[src/rtl/spatial_encoder_sequencer.sv]
// Front-end sequencer for spatial_encoder: latches one multi-channel sample, offers it to the encoder,
// then walks the IM/CIM addresses one channel per cycle in lock-step with the encoder's accumulation.
module spatial_encoder_sequencer #(
    parameter int unsigned MAX_CHANNELS = 16,
    parameter int unsigned CH_W         = 5,
    parameter int unsigned LEVEL_W      = 5,
    parameter int unsigned CNT_W        = 16
) (
    input  logic                            clk,
    input  logic                            rst,
    input  logic                            i_sample_valid,
    output logic                            o_sample_ready,
    input  logic [MAX_CHANNELS*LEVEL_W-1:0] i_sample_levels,
    input  logic [CH_W-1:0]                 i_sample_num_ch,
    output logic [CH_W-1:0]                 o_im_addr,
    output logic [LEVEL_W-1:0]              o_cim_addr,
    output logic                            o_enc_din_valid,
    input  logic                            i_enc_din_ready,
    output logic [CH_W-1:0]                 o_enc_num_channel,
    output logic                            o_busy,
    output logic                            o_cfg_err,
    output logic [CNT_W-1:0]                o_samples_encoded
);

    localparam int unsigned IDX_W = (MAX_CHANNELS > 1) ? $clog2(MAX_CHANNELS) : 1;

    typedef enum logic [1:0] {
        S_IDLE   = 2'd0,
        S_OFFER  = 2'd1,
        S_STREAM = 2'd2
    } state_t;

    state_t               r_state;
    logic [LEVEL_W-1:0]   r_levels [MAX_CHANNELS];
    logic [CH_W-1:0]      r_ch_idx;
    logic [CH_W-1:0]      r_n_lat;
    logic                 r_cfg_err;
    logic [CNT_W-1:0]     r_count;

    logic                 w_sample_fire;
    logic                 w_cfg_bad;
    logic [CH_W-1:0]      w_n_clamped;
    logic                 w_last_ch;

    assign w_sample_fire = i_sample_valid && o_sample_ready;
    assign w_cfg_bad     = (i_sample_num_ch < CH_W'(2));
    assign w_n_clamped   = (i_sample_num_ch > CH_W'(MAX_CHANNELS)) ? CH_W'(MAX_CHANNELS) : i_sample_num_ch;
    assign w_last_ch     = (r_ch_idx == (r_n_lat - CH_W'(1)));

    // Sequencer FSM; ch_idx doubles as the item-memory address so the address ports never see enc_din_ready.
    always_ff @(posedge clk) begin
        if (rst) begin
            r_state   <= S_IDLE;
            r_ch_idx  <= '0;
            r_n_lat   <= '0;
            r_cfg_err <= 1'b0;
            r_count   <= '0;
            for (int unsigned k = 0; k < MAX_CHANNELS; k++) begin
                r_levels[k] <= '0;
            end
        end else begin
            r_cfg_err <= 1'b0;
            case (r_state)
                S_IDLE: begin
                    if (w_sample_fire) begin
                        if (w_cfg_bad) begin
                            r_cfg_err <= 1'b1;
                        end else begin
                            for (int unsigned k = 0; k < MAX_CHANNELS; k++) begin
                                r_levels[k] <= i_sample_levels[k*LEVEL_W +: LEVEL_W];
                            end
                            r_n_lat  <= w_n_clamped;
                            r_ch_idx <= '0;
                            r_state  <= S_OFFER;
                        end
                    end
                end
                S_OFFER: begin
                    if (i_enc_din_ready) begin
                        r_ch_idx <= CH_W'(1);
                        r_count  <= r_count + CNT_W'(1);
                        r_state  <= S_STREAM;
                    end
                end
                S_STREAM: begin
                    // Last channel holds ch_idx so the addresses stay put while idle.
                    if (w_last_ch) begin
                        r_state <= S_IDLE;
                    end else begin
                        r_ch_idx <= r_ch_idx + CH_W'(1);
                    end
                end
                default: r_state <= S_IDLE;
            endcase
        end
    end

    // Handshake/status outputs are masked by rst so they drop in the reset cycle itself.
    assign o_sample_ready    = (r_state == S_IDLE)  && !rst;
    assign o_enc_din_valid   = (r_state == S_OFFER) && !rst;
    assign o_busy            = (r_state != S_IDLE)  && !rst;
    assign o_cfg_err         = r_cfg_err && !rst;
    assign o_im_addr         = r_ch_idx;
    assign o_cim_addr        = r_levels[r_ch_idx[IDX_W-1:0]];
    assign o_enc_num_channel = r_n_lat;
    assign o_samples_encoded = r_count;

endmodule

[config.mk]
export PLATFORM = sky130hd
export DESIGN_NAME = spatial_encoder_sequencer
export DESIGN_NICKNAME = d
export VERILOG_FILES = /design/src/rtl/spatial_encoder_sequencer.sv
export SDC_FILE = /design/constraint.sdc
export NUM_CORES = 1
export LEC_CHECK = 0
export BUFFER_PORTS_ARGS = -buffer_cell sky130_fd_sc_hd__buf_2
export CORE_MARGIN = 5
export CORE_UTILIZATION = 57
export DETAILED_ROUTE_END_ITERATION = 12
export PLACE_DENSITY = 0.9
export SYNTH_ARGS = -nofsm -noshare
export SYNTH_HDL_FRONTEND = slang
export SYNTH_SLANG_ARGS = --single-unit
[constraint.sdc]
create_clock -name clk -period 5.71 [get_ports clk]
set_clock_uncertainty 0.15 [all_clocks]
set_input_delay 1.142 -clock clk [delete_from_list [all_inputs] [get_ports clk]]
set_output_delay 1.142 -clock clk [all_outputs]
set_load 0.01 [all_outputs]
# Word level (Yosys, flattened, before mapping)
# Memory sizes are Yosys's and may differ from the RTL's. A register that Yosys moved wholly into a read port is not among the register bits.
# Index checks and enable logic that the tools add are counted.
[totals] regBits=29 ram_bits=80 inputBits=89 out_inout_bits=35 elab_cells=89 mem_count=1
[mem_list] memory="r_levels" depth=16 width=5 rd=1 rd_clocked_by_memory_dff=1 write_ports=16 line="34" text="logic [LEVEL_W-1:0] r_levels [MAX_CHANNELS];"
[op_classes] n_addsub=3 order_cmp=2 eq_ne=8 muxes=37 bitwise_logic=19 n_reduce_logical=14
[op_table] cell="$mux W5" count=21
[op_table] cell="$add A16 B1 Y16 const B" count=1
[op_table] cell="$or A1 B1 Y1" count=16
[op_table] cell="$pmux W5 S3" count=1
[op_table] cell="$ne A2 B2 Y1 const B" count=5
[op_table] cell="$mux W1" count=8
[op_table] cell="$mux W2" count=4
[op_table] cell="$mux W4" count=2
[op_table] cell="$pmux W2 S3" count=1
[op_table] cell="$add A5 B1 Y5 const B" count=1
[op_table] cell="$eq A5 B5 Y1" count=1
[op_table] cell="$gt A5 B5 Y1 const B" count=1
[op_table] cell="$logic_and A1 B1 Y1" count=5
[op_table] cell="$lt A5 B2 Y1 const B" count=1
[op_table] cell="$reduce_and A5 Y1" count=1
[op_table] cell="$sub A5 B1 Y5 const B" count=1
[op_table] cell="$reduce_and A4 Y1" count=1
[op_table] cell="$not A1 Y1" count=3
[op_table] cell="$reduce_and A3 Y1" count=1
[op_table] cell="$reduce_bool A3 Y1" count=1
[op_table] cell="$reduce_or A3 Y1" count=1
[op_table] cell="$eq A2 B1 Y1 const B" count=1
[op_table] cell="$eq A2 B2 Y1 const B" count=1
[op_table] cell="$logic_not A2 Y1" count=1
[op_table] cell="3 further kinds" count=3

# Depth between registers and ports, before layout
# Gate-level depths: netlist (run 1).
[depth] word_depth=8 ltp_mapped=8 mapped_depth_nobuf=7

# Worst setup path after synthesis (run 1)
# Ideal clock, no wire load.
[synth_path] path_kind="input to register" from="input rst" to="memory r_levels[0][0], enable pin" setup_time_ns=0.434 arrival_ns=3.314 setup_slack_ns=1.812 cell_stages=5 path_buffers=1 path_cell_list="clkbuf_1 and3b_1 and2_4 nor2_1 inv_1"
[synth_lines] item="start: declaration" line="10" text="input logic rst,"
[synth_lines] item="end: declaration" line="34"

==> results by group, run 1 <==
Synthesis
  – Mapped Nets: 496
  – Top FF cell, synth: edfxtp_1
  – Top cell type's share of synthesized area: 46.1%
  – Post-Synthesis Cells: 400
  – Commonest cells in the netlist: 80 x edfxtp_1, 52 x and3_1, 37 x nor2b_1
  – Post-synth top area cell: edfxtp_1
  – Mapped Area: 0.00521 sq mm
  – EDFF count, synth: 80
  – Top cells by area, synth: edfxtp_1 46%, dfxtp_1 13%, mux4_2 11%
  – Count leader, synth: edfxtp_1
  – Yosys cell types: 43
  – Asr flop ratio synth: 0%
  – Mean Syn Cell Area: 13.0 sq um
  – Seq cells post-synth: 113
  – Synth Warn #: 0
  – Post-synthesis sequential area ratio: 58.8%

STA
  – Fin crit period: 4.23 ns
  – Final setup viols: 0
  – Slew @ Worst Pin: slightly below 1 ns
  – Final period utilization: 74.1%
  – Peak Freq: 236 MHz
  – Max_slew headroom: 34.4%
  – Final hold vios: 0
  – Setup TNS Final: 0 ns
  – Pins over their slew limit: 0
  – Unrepaired setup endpoints after global routing: no

Worst setup path
  – Reg2reg setup slack: around 2.7 ns
  – Crit path capture type: primary output
  – Worst Path Max Fanout: 15
  – Crit-path slowest cell: dfxtp_1
  – Startpoint Class: flip-flop
  – Crit-path cells: buf_4, mux4_2, mux4_2, buf_2
  – Worst path arrival time: 2.94 ns
  – Most frequent CP cell: mux4_2
  – Worst Path Class, Setup: flip-flop to primary output
  – Max stage delay on crit path: 0.96 ns
  – Worst path required time: 4.42 ns

Power and ir drop
  – Pint: 0.00179 W
  – Final Power: 0.00236 W
  – Lkg Pwr: 2.73 nW
  – Seq pwr share: 43.8%
  – Logic pwr share: 13.2%
  – Clk pwr share: between 40% and 50%
  – Pwr dens: about 360 mW/mm^2
  – Net Switching: 0.000568 W
  – Worst vdd ir: between 0.00015 and 0.0002 V
  – Switching Share: 24.1%

Clock tree
  – Clk_lat worst skew: 0.51 ns
  – CTS tree: yes
  – Total CTS buffers: 17
  – Clock sinks: ~110
  – Reg clk slew, reported paths: 0.06 ns
  – Clock buffer depth: 2
  – H-tree depth: 4
  – Clk Tree Root Cell: clkbuf_8
  – Post_cts resized: 0
  – Setup bufs post-CTS: 0
  – Cts-stage hold buffer count: 0

Floorplan
  – Chip height: 106 um
  – Core area: 0.00881 sq mm
  – Die Footprint: around 0.011 sq mm
  – I/O Pins: 124
  – Die Span X: 106 um
  – Rows: 34
  – Initial core utilization: 59.2%

Run status
  – Status: finished clean

Global routing
  – Largest net degree at the start of global routing: 81
  – Number of global-route vias before repair: 3857
  – First-pass GRT wire length: approximately 20 mm
  – Initial antenna violation count: 0
  – GRT Total Usage: 23.3%
  – Grt total ovfl: 0

Finish
  – Layout cells sized above 1: roughly a third
  – NumNets Final: 618
  – Area grow syn2layout: 24.4%
  – Design Area, Final: 0.00648 sq mm
  – N_diodes: 0

Route
  – Routed length per instance: 19.8 um
  – Drt first-iter violations: about 270
  – Residual DRC: 0
  – Via Count: between 3000 and 4000
  – Vias per cell: 5.97
  – DRT Wirelength: 12.7 mm
  – First-pass DRT Iterations: 5
  – DRT antenna net count: 0

Place
  – # port buffers: 123
  – Dpl cell area: between 0.005 and 0.006 sq mm
  – GP Congestion: 0.887
  – Hpwl dp: 8.62 mm

Worst hold path
  – Hold Path Class: flip-flop to flip-flop

Run
  – Maxcap violations: 0
## layout by cell type (no fill, tap or decap), types with 6 or more instances in the layout
master / synthesis / routed
o211ai_1: 7 / 7
or3_1: 10 / 10
nor2b_1: 37 / 37
a21oi_1: 12 / 12
o21ai_0: 6 / 6
nor2_1: 13 / 13
nand3_1: 11 / 11
mux4_2: 25 / 25
edfxtp_1: 80 / 80
nor3_1: 6 / 6
ha_1: 7 / 7
dfxtp_1: 33 / 33
xnor2_1: 10 / 10
nand2_1: 17 / 17
and3_1: 52 / 52
inv_1: 12 / 11
buf_2: 4 / 123
clkbuf_16: 0 / 21
## power groups by stage
stage	sequential, W	combinational [W]	clock, W
after floorplan	0.00103	0.000220	0
after global placement	0.00104	0.000295	0
after detailed placement	0.00105	0.000305	0
after CTS	0.00103	0.000311	0.00103
after global routing	0.00104	0.000340	0.00106
final	0.00103	0.000311	0.00101
## stage by stage
stage | std cells | util [%] | worst slack (ns) | hold WS (ns)
2_1_floorplan | 400 | - | 1.81 | 0.350
3_3_place_gp | 611 | 67.0 | 1.87 | 0.328
3_5_place_dp | 611 | 67.0 | 1.78 | 0.339
4_1_cts | 643 | 73.6 | 1.36 | 0.348
5_1_grt | 643 | 73.6 | 1.22 | 0.384
6_report | 643 | 73.6 | 1.48 | 0.357
## cell families (layout without fill, tap and decap cells)
| family | Yosys count | after routing | synth area share, % |
|---|---|---|---|
| flip-flops | 113 | 113 | 58.8 |
| multiplexers | 25 | 25 | 10.8 |
| adder cells (fa/ha/maj) | 7 | 7 | 1.68 |
| AO/OA/AOI/OAI | 45 | 45 | 5.93 |
| XOR/XNOR | 14 | 14 | 2.35 |
| buffers and inverters | 37 | 172 | 2.83 |
| AND/OR/NAND/NOR | 159 | 159 | 17.6 |
## sequential cells by signal, indices dropped and copies added, names as in the netlist, named ones only
register and cells:
r_levels 80, o_enc_num_channel 5, o_samples_encoded 16, r_state 2, o_im_addr 5, r_cfg_err 1
## critical path: cells and delay by family (launching register included)
| family | cells | cell delay, ns |
|---|---|---|
| buf+inv | 2 | 0.48 |
| mux | 2 | 0.98 |
| flops | 1 | 0.96 |
## metal layers
metal	wire length, um	share of wire, %	track usage [%]
met4	282	2.2	8.60
met5	0	0	0
met3	1060	8.3	7.15
met2	6450	51	39.4
met1	4910	39	28.3
## cell type report
| cell class | count | area [sq um] |
|---|---|---|
| inverter | 12 | 45.0 |
| sequential | 113 | 3060 |
| clock buffer | 25 | 551 |
| clock inverter | 7 | 37.5 |
| timing repair buffer | 128 | 653 |
| tap | 108 | 135 |
| multi-input combinational | 250 | 2000 |
| fill | 544 | 2320 |
## worst paths after layout
path / from / cells past startpoint / endpoint
setup / recovery: flip-flop / 4 / o_cim_addr[1]
hold / removal: o_samples_encoded[1] / 2 / o_samples_encoded[1]
setup reg to reg: r_state[1] / 8 / r_levels[6][4]
hold reg to reg: o_samples_encoded[1] / 2 / o_samples_encoded[1]
Note: power is estimated with default switching activity, not from simulation.
==> run 2: changes to the inputs <==
- CORE_UTILIZATION: 57 -> 54
- PLACE_DENSITY: 0.9 -> 0.86
- clock period: 5.71 -> 4.1 ns (I/O delays scaled with it)
==> results by group, run 2 (synthesis results as in run 1) <==
Floorplan
  – Rows: 35 (+2.9%)
  – Die Span X: 108 um (+2.5%)
  – I/O Pins: 124 (unchanged)
  – Die Footprint: 0.0117 sq mm (+5.0%)
  – Initial core utilization: 55.9% (-3.3 points)
  – Core area: 0.00933 sq mm (+5.9%)
  – Chip height: 108 um (+2.5%)

Global routing
  – GRT Total Usage: 23.3% (about the same)
  – Number of global-route vias before repair: 3898 (+1.1%)
  – Initial antenna violation count: 4 (+4)
  – Largest net degree at the start of global routing: 81 (unchanged)
  – Grt total ovfl: 0 (unchanged)
  – First-pass GRT wire length: 20.3 mm (+2.5%)

Place
  – # port buffers: 123 (unchanged)
  – Hpwl dp: 8.84 mm (+2.5%)
  – Worst slack, placed: 1.06 ns (-0.714 ns)
  – GP Congestion: 0.834 (-6.0%)

Run status
  – Status: finished clean

STA
  – Fin crit period: 3.55 ns
  – Final hold vios: 0 (unchanged)
  – Final period utilization: between 80% and 90%
  – Final setup viols: 0 (unchanged)
  – Pins over their slew limit: 0 (unchanged)
  – Peak Freq: around 280 MHz
  – Unrepaired setup endpoints after global routing: no
  – Setup WS post-layout: 0.546 ns (-0.935 ns)
  – Slew @ Worst Pin: 0.989 ns (+0.00593 ns)
  – Max_slew headroom: 34.1% (-0.31 points)
  – Setup TNS Final: 0 ns (unchanged)

Worst setup path
  – Critical Path Stages: 3 (-1)
  – Delay-heaviest family, CP: flip-flops
  – Most frequent CP cell: mux4_2
  – Startpoint Class: flip-flop
  – Worst path required time: 3.13 ns (-1.29 ns)
  – Worst-case reg-to-reg path depth: 7 (-1)
  – Reg2reg setup slack: 1.49 ns (-1.24 ns)
  – Worst Setup EP: o_cim_addr[3]
  – Worst Path Class, Setup: flip-flop to primary output
  – Crit-path slowest cell: dfxtp_1
  – R2R Path End: r_levels[9][3]
  – Crit path capture type: primary output
  – Worst Path Max Fanout: 20 (+5)
  – Max stage delay on crit path: 0.96 ns (about the same)
  – FF-to-FF Start: r_state[0]
  – CP bufs+invs: 1 (-1)
  – Crit-path cells: mux4_2, mux4_2, buf_2
  – Worst path arrival time: 2.58 ns (-0.36 ns)

Route
  – Drt first-iter violations: 199 (-27%)
  – First-pass DRT Iterations: 4 (-1)
  – DRT antenna net count: 0 (unchanged)
  – Routed length per instance: 19.5 um (-1.5%)
  – Via Count: 3803 (-0.99%)
  – Residual DRC: 0 (unchanged)
  – DRT Wirelength: 13.0 mm (+2.0%)
  – Vias per cell: 5.71 (-4.4%)

Finish
  – Leading cell type in the layout, fill and taps excluded: buf_2
  – NumNets Final: 618 (unchanged)
  – Number of flip-flops in the largest register: 80 (unchanged)
  – Area grow syn2layout: 25.9%
  – Reg with most FFs: r_levels
  – Commonest non-fill, non-tap cells in the layout: 123 x buf_2, 80 x edfxtp_1, 52 x and3_1
  – Layout cells sized above 1: 35.5% (+0.56 points)
  – # fillers: 643 (+18%)

Clock tree
  – CTS tree: yes
  – Clock buffer depth: 2 (unchanged)
  – Reg clk slew, reported paths: 0.06 ns (about the same)
  – Clock sinks: 113 (unchanged)
  – H-tree depth: 4 (unchanged)
  – Setup bufs post-CTS: 0 (unchanged)
  – Total CTS buffers: 17 (unchanged)
  – Clk_lat worst skew: 0.51 ns (about the same)
  – Cts-stage hold buffer count: 0 (unchanged)
  – Post_cts resized: 0 (unchanged)
  – Clk Tree Root Cell: clkbuf_8

Power and ir drop
  – Pwr dens: 522 mW/mm^2 (+44%)
  – Lkg Pwr: 2.74 nW (+0.31%)
  – Final Power: 0.00342 W (+45%)
  – Worst vdd ir: 0.000443 V (+140%)

Worst hold path
  – Hold Path Class: flip-flop to flip-flop

Run
  – Maxcap violations: 0 (unchanged)
## run 2: cell types whose count changed in the layout (fill, tap and decap cells not counted)
cell        change
clkinvlp_4      +1
inv_2           -1
clkinv_2        -3
clkbuf_16       -5
bufinv_16       +4
inv_4           -2
clkbuf_1        -3
diode_2         +2
inv_6           +4
clkinv_4        +4
clkbuf_8        +1
## run 2: worst min-delay path by stage
stage,cells after the start,slack [ns],startpoint,endpoint
floorplan,2,0.35,o_enc_num_channel[1],o_enc_num_channel[1]
global placement,2,0.33,o_enc_num_channel[1],o_enc_num_channel[1]
detailed placement,2,0.33,o_enc_num_channel[1],o_enc_num_channel[1]
CTS,2,0.34,o_enc_num_channel[1],o_enc_num_channel[1]
global route,2,0.38,o_enc_num_channel[1],o_enc_num_channel[1]
finish,2,0.34,o_enc_num_channel[1],o_enc_num_channel[1]
## run 2: layout make-up
class	count	area, sq um	area share, %
repair buffers	128	653	9.96
multi-input cells	250	2000	30.5
clock inverters	14	203	3.09
inverters	12	46.3	0.706
well taps	129	161	2.46
flip-flops and latches	113	3060	46.7
diodes	2	5.00	0.0763
clock buffers	18	428	6.52
## run 2: where the power goes
group | internal (W) | switching, W
clock | 0.00101 | 0.000533
sequential | 0.00137 | 0.0000584
combinational | 0.000197 | 0.000247
total | 0.00258 | 0.000838
## run 2: stage by stage
step	cell area (sq um)	hold WS, ns	util [%]	cells
2_1_floorplan	5210	0.350	-	400
3_3_place_gp	5920	0.333	63.5	632
3_5_place_dp	5920	0.332	63.5	632
4_1_cts	6560	0.340	70.3	664
5_1_grt	6560	0.385	70.3	666
6_report	6560	0.343	70.3	666
## run 2: worst register-to-register path, delay by kind of cell, from the launching register on
| family | cells | cell delay, ns |
|---|---|---|
| flip-flops | 1 | 0.31 |
| buffers and inverters | 3 | 0.95 |
| adder cells (fa/ha/maj) | 1 | 0.29 |
| AND/OR/NAND/NOR | 3 | 0.49 |
## run 2: layer usage
layer,share of wire [%],vias to the layer above,routed length (um),GRT usage [%]
li1,-,1771,-,-
met1,40,1850,5170,28.5
met2,50,162,6530,38.1
met3,8.4,16,1090,9.49
met4,1.3,4,163,7.30
met5,0.11,-,14,0
